$ cat src/rtl/tff_cell.sv
// T flip-flop bit cell: toggles its state when t_i is high, synchronous active-high reset.
module tff_cell (
    input  logic clk,
    input  logic reset,
    input  logic t_i,
    output logic q_o
);

    logic q_q;
    logic q_d;

    assign q_d = q_q ^ t_i;

    // NOTE: sequential state uses non-blocking assignment so every flop samples pre-edge values.
    always_ff @(posedge clk) begin
        if (reset) begin
            q_q <= 1'b0;
        end else begin
            q_q <= q_d;
        end
    end

    assign q_o = q_q;

endmodule

$ cat src/rtl/tff_updown_counter.sv
// Up/down modulo counter with load, optional saturation and a sticky overflow flag.
// Every count bit is held in a T flip-flop; its toggle is the difference between the next and current count.
module tff_updown_counter #(
    parameter int unsigned     WIDTH    = 8,
    parameter longint unsigned MODULUS  = 64'd1 << WIDTH,
    parameter bit              SATURATE = 1'b0
) (
    input  logic             clk,
    input  logic             reset,
    input  logic             en,
    input  logic             up,
    input  logic             load,
    input  logic [WIDTH-1:0] load_val,
    input  logic             clr_ovf,
    output logic [WIDTH-1:0] count,
    output logic             tc,
    output logic             ovf
);

    localparam logic             DIR_UP   = 1'b1;
    localparam logic             DIR_DOWN = 1'b0;
    localparam logic [WIDTH-1:0] MAX_VAL  = WIDTH'(MODULUS - 64'd1);

    logic [WIDTH-1:0] count_q;
    logic [WIDTH-1:0] count_d;
    logic [WIDTH-1:0] toggle;
    logic             at_max;
    logic             at_min;
    logic             set_evt;
    logic             ovf_q;
    logic             ovf_d;

    assign at_max = (count_q == MAX_VAL);
    assign at_min = (count_q == '0);

    // NOTE: every variable gets a default at the top of always_comb so no path infers a latch.
    always_comb begin
        count_d = count_q;
        set_evt = 1'b0;
        if (load) begin
            count_d = (load_val > MAX_VAL) ? MAX_VAL : load_val;
        end else if (en) begin
            if (up == DIR_UP) begin
                if (at_max) begin
                    set_evt = 1'b1;
                    count_d = SATURATE ? MAX_VAL : '0;
                end else begin
                    count_d = count_q + WIDTH'(1);
                end
            end else begin
                if (at_min) begin
                    set_evt = 1'b1;
                    count_d = SATURATE ? '0 : MAX_VAL;
                end else begin
                    count_d = count_q - WIDTH'(1);
                end
            end
        end
    end

    assign toggle = count_d ^ count_q;

    for (genvar i = 0; i < WIDTH; i++) begin : g_bit
        tff_cell u_cell (
            .clk   (clk),
            .reset (reset),
            .t_i   (toggle[i]),
            .q_o   (count_q[i])
        );
    end

    // A new wrap/saturate event wins over a simultaneous clear.
    assign ovf_d = set_evt | (ovf_q & ~clr_ovf);

    always_ff @(posedge clk) begin
        if (reset) begin
            ovf_q <= 1'b0;
        end else begin
            ovf_q <= ovf_d;
        end
    end

    assign count = count_q;
    assign ovf   = ovf_q;
    assign tc    = en & (((up == DIR_UP) & at_max) | ((up == DIR_DOWN) & at_min));

endmodule

$ cat config.mk
export PLATFORM = sky130hd
export DESIGN_NAME = tff_updown_counter
export DESIGN_NICKNAME = d
export VERILOG_FILES = /design/src/rtl/tff_cell.sv /design/src/rtl/tff_updown_counter.sv
export SDC_FILE = /design/constraint.sdc
export NUM_CORES = 1
export LEC_CHECK = 0
export ABC_AREA = 0
export CAP_MARGIN = 20
export CORE_ASPECT_RATIO = 0.75
export CORE_MARGIN = 1.5
export CORE_UTILIZATION = 50
export CTS_CLUSTER_DIAMETER = 30
export CTS_CLUSTER_SIZE = 28
export DETAILED_ROUTE_END_ITERATION = 10
export DONT_BUFFER_PORTS = 1
export RECOVER_POWER = 50
export SYNTH_ARGS = -nofsm -noshare
export SYNTH_HDL_FRONTEND = slang
export SYNTH_SLANG_ARGS = --single-unit
$ cat constraint.sdc
create_clock -name clk -period 3.65 [get_ports clk]
set_input_delay 1.095 -clock clk [delete_from_list [all_inputs] [get_ports clk]]
set_output_delay 1.095 -clock clk [all_outputs]
set_load 0.01 [all_outputs]
# == Yosys cells after proc, flatten, opt, wreduce, memory -nomap -nowiden ==
# Index checks and enable logic that the tools add are counted.
# word_totals
regBits,9
output_inout_bits,10
wordCells,42
input_bits,14
# classes
n_mux,11
bitwise,17
order_cmp,1
eq_ne,1
n_reduce_logical,1
add_sub_neg,2
# op_table
op,n
$mux W8,6
$add A8 B1 Y8 const B,1
$eq A8 B8 Y1 const B,1
$gt A8 B8 Y1 const B,1
$logic_not A8 Y1,1
$sub A8 B1 Y8 const B,1
$xor A1 B1 Y1,8
$xor A8 B8 Y8,1
$mux W1,5
$and A1 B1 Y1,4
$not A1 Y1,2
$or A1 B1 Y1,2

# == Longest topological paths before layout ==
# Gate-level depths: netlist of the first run.
# depth
word_depth,7
mapped_depth,7
depth_no_buf,7

# == Cells and area by module ==
# A second synthesis of the first run with hierarchy kept.
# unflattened
hier_cells,129
area_unflattened_um2,963.4
# modules_own_cells
module,n_inst,area_each_um2,cells_per_inst,seq_area_each_um2
tff_updown_counter,1,703.2,105,20.0
tff_cell,8,32.5,3,20.0

# == Worst setup path after synthesis of the first run ==
# OpenSTA, ideal clock, no wires.
# synth_timing
path_kind,input to output
start,in en
end,out tc
t_required_ns,2.555
cell_stages,3
arrival_ns,1.669
path_buffers,1
setup_slack_ns,0.886
path_cell_list,clkbuf_1 inv_1 nor2_1
# synth_between
elab_chain_cells,1
# synth_lines
element,line_no,source
"start, declared",tff_updown_counter.sv:10,"input logic en,"
$and A1 B1 Y1,tff_updown_counter.sv:85,assign tc = en & (((up == DIR_UP) & at_max) | ((up == DIR_DOWN) & at_min));
"end, declared",tff_updown_counter.sv:16,"output logic tc,"
# Every way passes these cells.

# == Worst setup path in the final report of the first run ==
# layout_timing
start,reg g_bit[0].u_cell.q_q
end,out tc
# layout_between
elab_chain_cells,4
elab_cells_between_ends,6
classes_between,eq/ne (1); bitwise (4); reduce/logical (1)
# layout_lines
element,line_no,source
"start, declared",tff_cell.sv:9,logic q_q;
"start signal, assigned",tff_cell.sv:19,q_q <= q_d;
$eq A8 B8 Y1 or $logic_not A8 Y1 (tied branches),"tff_updown_counter.sv:33, tff_updown_counter.sv:34",
$and A1 B1 Y1,tff_updown_counter.sv:85,
$or A1 B1 Y1 *,tff_updown_counter.sv:85,
$and A1 B1 Y1 *,tff_updown_counter.sv:85,
# Mark *: on every way between the ends. The rest lies on a longest branch, timed or not.

==> results of run 1 <==
[sequential cells by signal (all words and copies together) (netlist names)]
signal,flops
g_bit.u_cell.q_o,8
ovf,1
[per-stage QoR]
stage / setup WS (ns) / util / cell area [um2] / std cells / hold slack [ns]
2_1_floorplan: 0.8858 / - / 895.9 / 117 / 0.6009
5_1_grt: 0.3941 / 0.4821 / 823.3 / 127 / 0.6575
3_5_place_dp: 0.8555 / 0.4718 / 805.8 / 123 / 0.6266
4_1_cts: 0.5477 / 0.4872 / 832.0 / 127 / 0.6372
3_3_place_gp: 0.9100 / 0.4718 / 805.8 / 123 / 0.6183
6_report: 0.5143 / 0.4821 / 823.3 / 127 / 0.6396
[placed cells by master (no fill, tap or decap), drive strengths merged, types with 2 or more instances in the layout]
| cell type | netlist | final |
|---|---|---|
| clkbuf | 3 | 4 |
| inv | 5 | 5 |
| a21oi | 8 | 8 |
| nand3 | 5 | 5 |
| o21ai | 7 | 7 |
| nand2 | 6 | 6 |
| nor3 | 7 | 7 |
| a221oi | 2 | 2 |
| nand2b | 2 | 2 |
| dfxtp | 9 | 9 |
| a31oi | 4 | 4 |
| xnor2 | 5 | 5 |
| xor2 | 2 | 2 |
| and4 | 2 | 2 |
| a211oi | 2 | 2 |
| nor2 | 13 | 13 |
| nor3b | 2 | 2 |
| ha | 3 | 3 |
| o22ai | 2 | 2 |
[final timing paths]
kind	depth (start not counted)	end	slack, ns	start
max	7	tc	0.51	g_bit[0].u_cell.q_o$_SDFF_PP0_
min	2	ovf$_SDFF_PP0_	0.64	ovf$_SDFF_PP0_
max reg2reg	7	g_bit[4].u_cell.q_o$_SDFF_PP0_	1.66	g_bit[0].u_cell.q_o$_SDFF_PP0_
min reg2reg	2	ovf$_SDFF_PP0_	0.64	ovf$_SDFF_PP0_
[cell usage after synthesis, drive strengths merged (2+ instances only)]
cell type  instances  share of area
o21ai              7          0.039
dfxtp              9           0.20
nor3b              2          0.017
xnor2              5          0.049
a31oi              4          0.028
nand2b             2          0.014
nand3              5          0.034
and4               2          0.025
o22ai              2          0.014
nor3               7          0.039
xor2               2          0.020
inv                5          0.021
a221oi             2          0.020
nor2              13          0.054
nand2              6          0.025
a21oi              8          0.049
clkbuf             3          0.013
a211oi             2          0.017
buf               13           0.12
ha                 3          0.042
[cell families (layout without fill, tap and decap cells)]
kind of cell,after synthesis,in the layout
compound gates,34,34
xor+xnor,7,7
fa+ha+maj,3,3
buf+inv,21,9
flops,9,9
simple gates,43,43
[routing by layer]
| metal | track usage | routed length (um) | up-vias |
|---|---|---|---|
| met5 | 0 | 0 | - |
| met4 | 0.03947 | 8 | 0 |
| met3 | 0.09160 | 151 | 2 |
| met2 | 0.3386 | 926 | 31 |
| met1 | 0.3108 | 1046 | 384 |
| li1 | - | - | 402 |
[cell type report]
| cell class | instances | area, um2 | share of cell area |
|---|---|---|---|
| Multi-Input combinational cell | 87 | 570.5 | 0.6930 |
| Inverter | 5 | 18.77 | 0.02280 |
| Sequential cell | 9 | 180.2 | 0.2188 |
| Clock buffer | 4 | 26.28 | 0.03191 |
| Tap cell | 22 | 27.53 | 0.03343 |
[worst register-to-register path, stage by stage (launching register included)]
cell and delay (ns):
dfxtp_1 0.40, inv_1 0.18, ha_1 0.18, nor3b_1 0.45
a21oi_2 0.16, a221oi_1 0.30, a211oi_1 0.08, nor3_1 0.17
[power by group through the flow]
stage / registers, uW / logic (uW) / clock network, uW
after global placement: 133 / 69.1 / 0
after floorplan: 116 / 94.2 / 0
final: 130 / 69.1 / 85.8
after CTS: 130 / 70.1 / 86.8
after global routing: 133 / 77.0 / 94.4
after detailed placement: 133 / 69.8 / 0
==> impl_results.md, run 1 <==
* Outcome: finished clean
* Critical Path RT at 2.55 ns
* VDD IR-drop max at 0.1666 mV
* Cts bufs inserted at 3
* First-pass GRT wire length at 3229 um
* Yosys warns at 0
* CTS max path bufs at 2
* Min-delay worst type: reg -> reg
* Ports at 24
* Die Ht at 39.66 um
* Post-synthesis register bit count at 9
* Adder-Cell Fraction of Synth Area at 0.04190
* EDFF count, synth at 0
* Xor/xnor share of the synthesized area at 0.06844
* Switching pwr at 103.5 uW
* FP Rows at 13
* RePlAce Congestion at 0.8079
* Total wire length at 2133 um
* Sequential area share after synthesis at 0.2011
* Setup TNS Final at 0 ns
* Crit. End Element: output port
* Internal Pwr Total at 181.9 uW
* Critical-path top delay cell: nor3b_1
* Most used cell, CP: nor2_1
* Slowest stage delay, CP at 0.45 ns
* Mapped Cells at 117
* Slew Limit Fails at 0
* Main synth FF type: dfxtp_1
* Die ar. at 2057 um2
* Worst slew pin tran at 0.5712 ns
* DP HPWL at 1517 um
* Final #Nets at 123
* Max cap viols at 0
* Largest net degree at the start of global routing at 17
* Syn_nets at 134
* Syn_area_per_cell at 7.657 um2
* Worst Path Max Fanout at 8
* Vias per cell at 6.449
* Routed WL per cell at 16.80 um
* Setup Skew at 0.004127 ns
* GR Overflow Total at 0
* Synth unique cells at 39
* Crit path launch type: register
* Clock Power Share at 0.301
* Initial core utilization at 0.5245
* Setup Viol. Count Final at 0
* Post-synthesis mux area share at 0
* Sw Ratio at 0.3626
* P&R area growth vs syn at -8.100%
* CP delay by family, top: simple AND/OR/NAND/NOR gates
* Drt pass-1 iters at 4
* GRT Overall Usage at 0.2284
* FMAX at 318.9 MHz
* Max_slew headroom at 0.6187
* Number of antenna violations at the first check in global routing at 0
* Clock transition at path regs at 0.07 ns
* Worst skew pair latency at 0.28 ns
* Simple-gate share of the synthesized area at 0.2793
* Starting DRC count in detailed routing at 42
* Core ar. at 1708 um2
* Fin. Hold Viols at 0
* Min Tclk post-route at 3.136 ns
* Via count at 819
* Setup Buffers After CTS at 0
* Drt drc at 0
* RSZ-0062 raised after global routing: false
* PD cells at 346.6 nW/um2
* Critical-path cell list: inv_1, ha_1, nor3b_1, nand2_1, nor2_1, a21oi_1, nor2_1
* Port bufs at 0
* Post-synthesis cell area at 895.9 um2
* CP Buf/Inv Count at 1
* Layout cells sized above 1 at 0.08571
* Crit Path Category: reg -> out
* Critical Path AT at 2.04 ns
* CTS tree: yes
* Die width at 51.88 um
* Compound-Gate Fraction of Synth Area at 0.2570
* Routed Antenna Nets at 0
* Hold-fix buffers, CTS at 0
* Vias in the first global route at 644
* CTS root buf: clkbuf_4
* Comb pwr share at 0.242
* Post-synth ARST share at 0
* Largest family of logic cells by synthesized area: simple AND/OR/NAND/NOR gates
* Sequential Power Share at 0.457
* H-tree levels at 1
* Fillers at 169
* Pleak at 0.0002665 uW
* Fin crit share at 0.8591
* CTS sink cnt at 9
* CTS resizes at 0
* Power Total at 285.4 uW
* # diodes at 0
No activity file was read; power rests on OpenSTA's default activity.
==> inputs of run 2 (changes only) <==
ABC_CLOCK_PERIOD_IN_PS = 3650   (was unset)
SLEW_MARGIN = 20   (was unset)
==> results of run 2 <==
Final layout, timing and power as in run 1 (identical DEF).
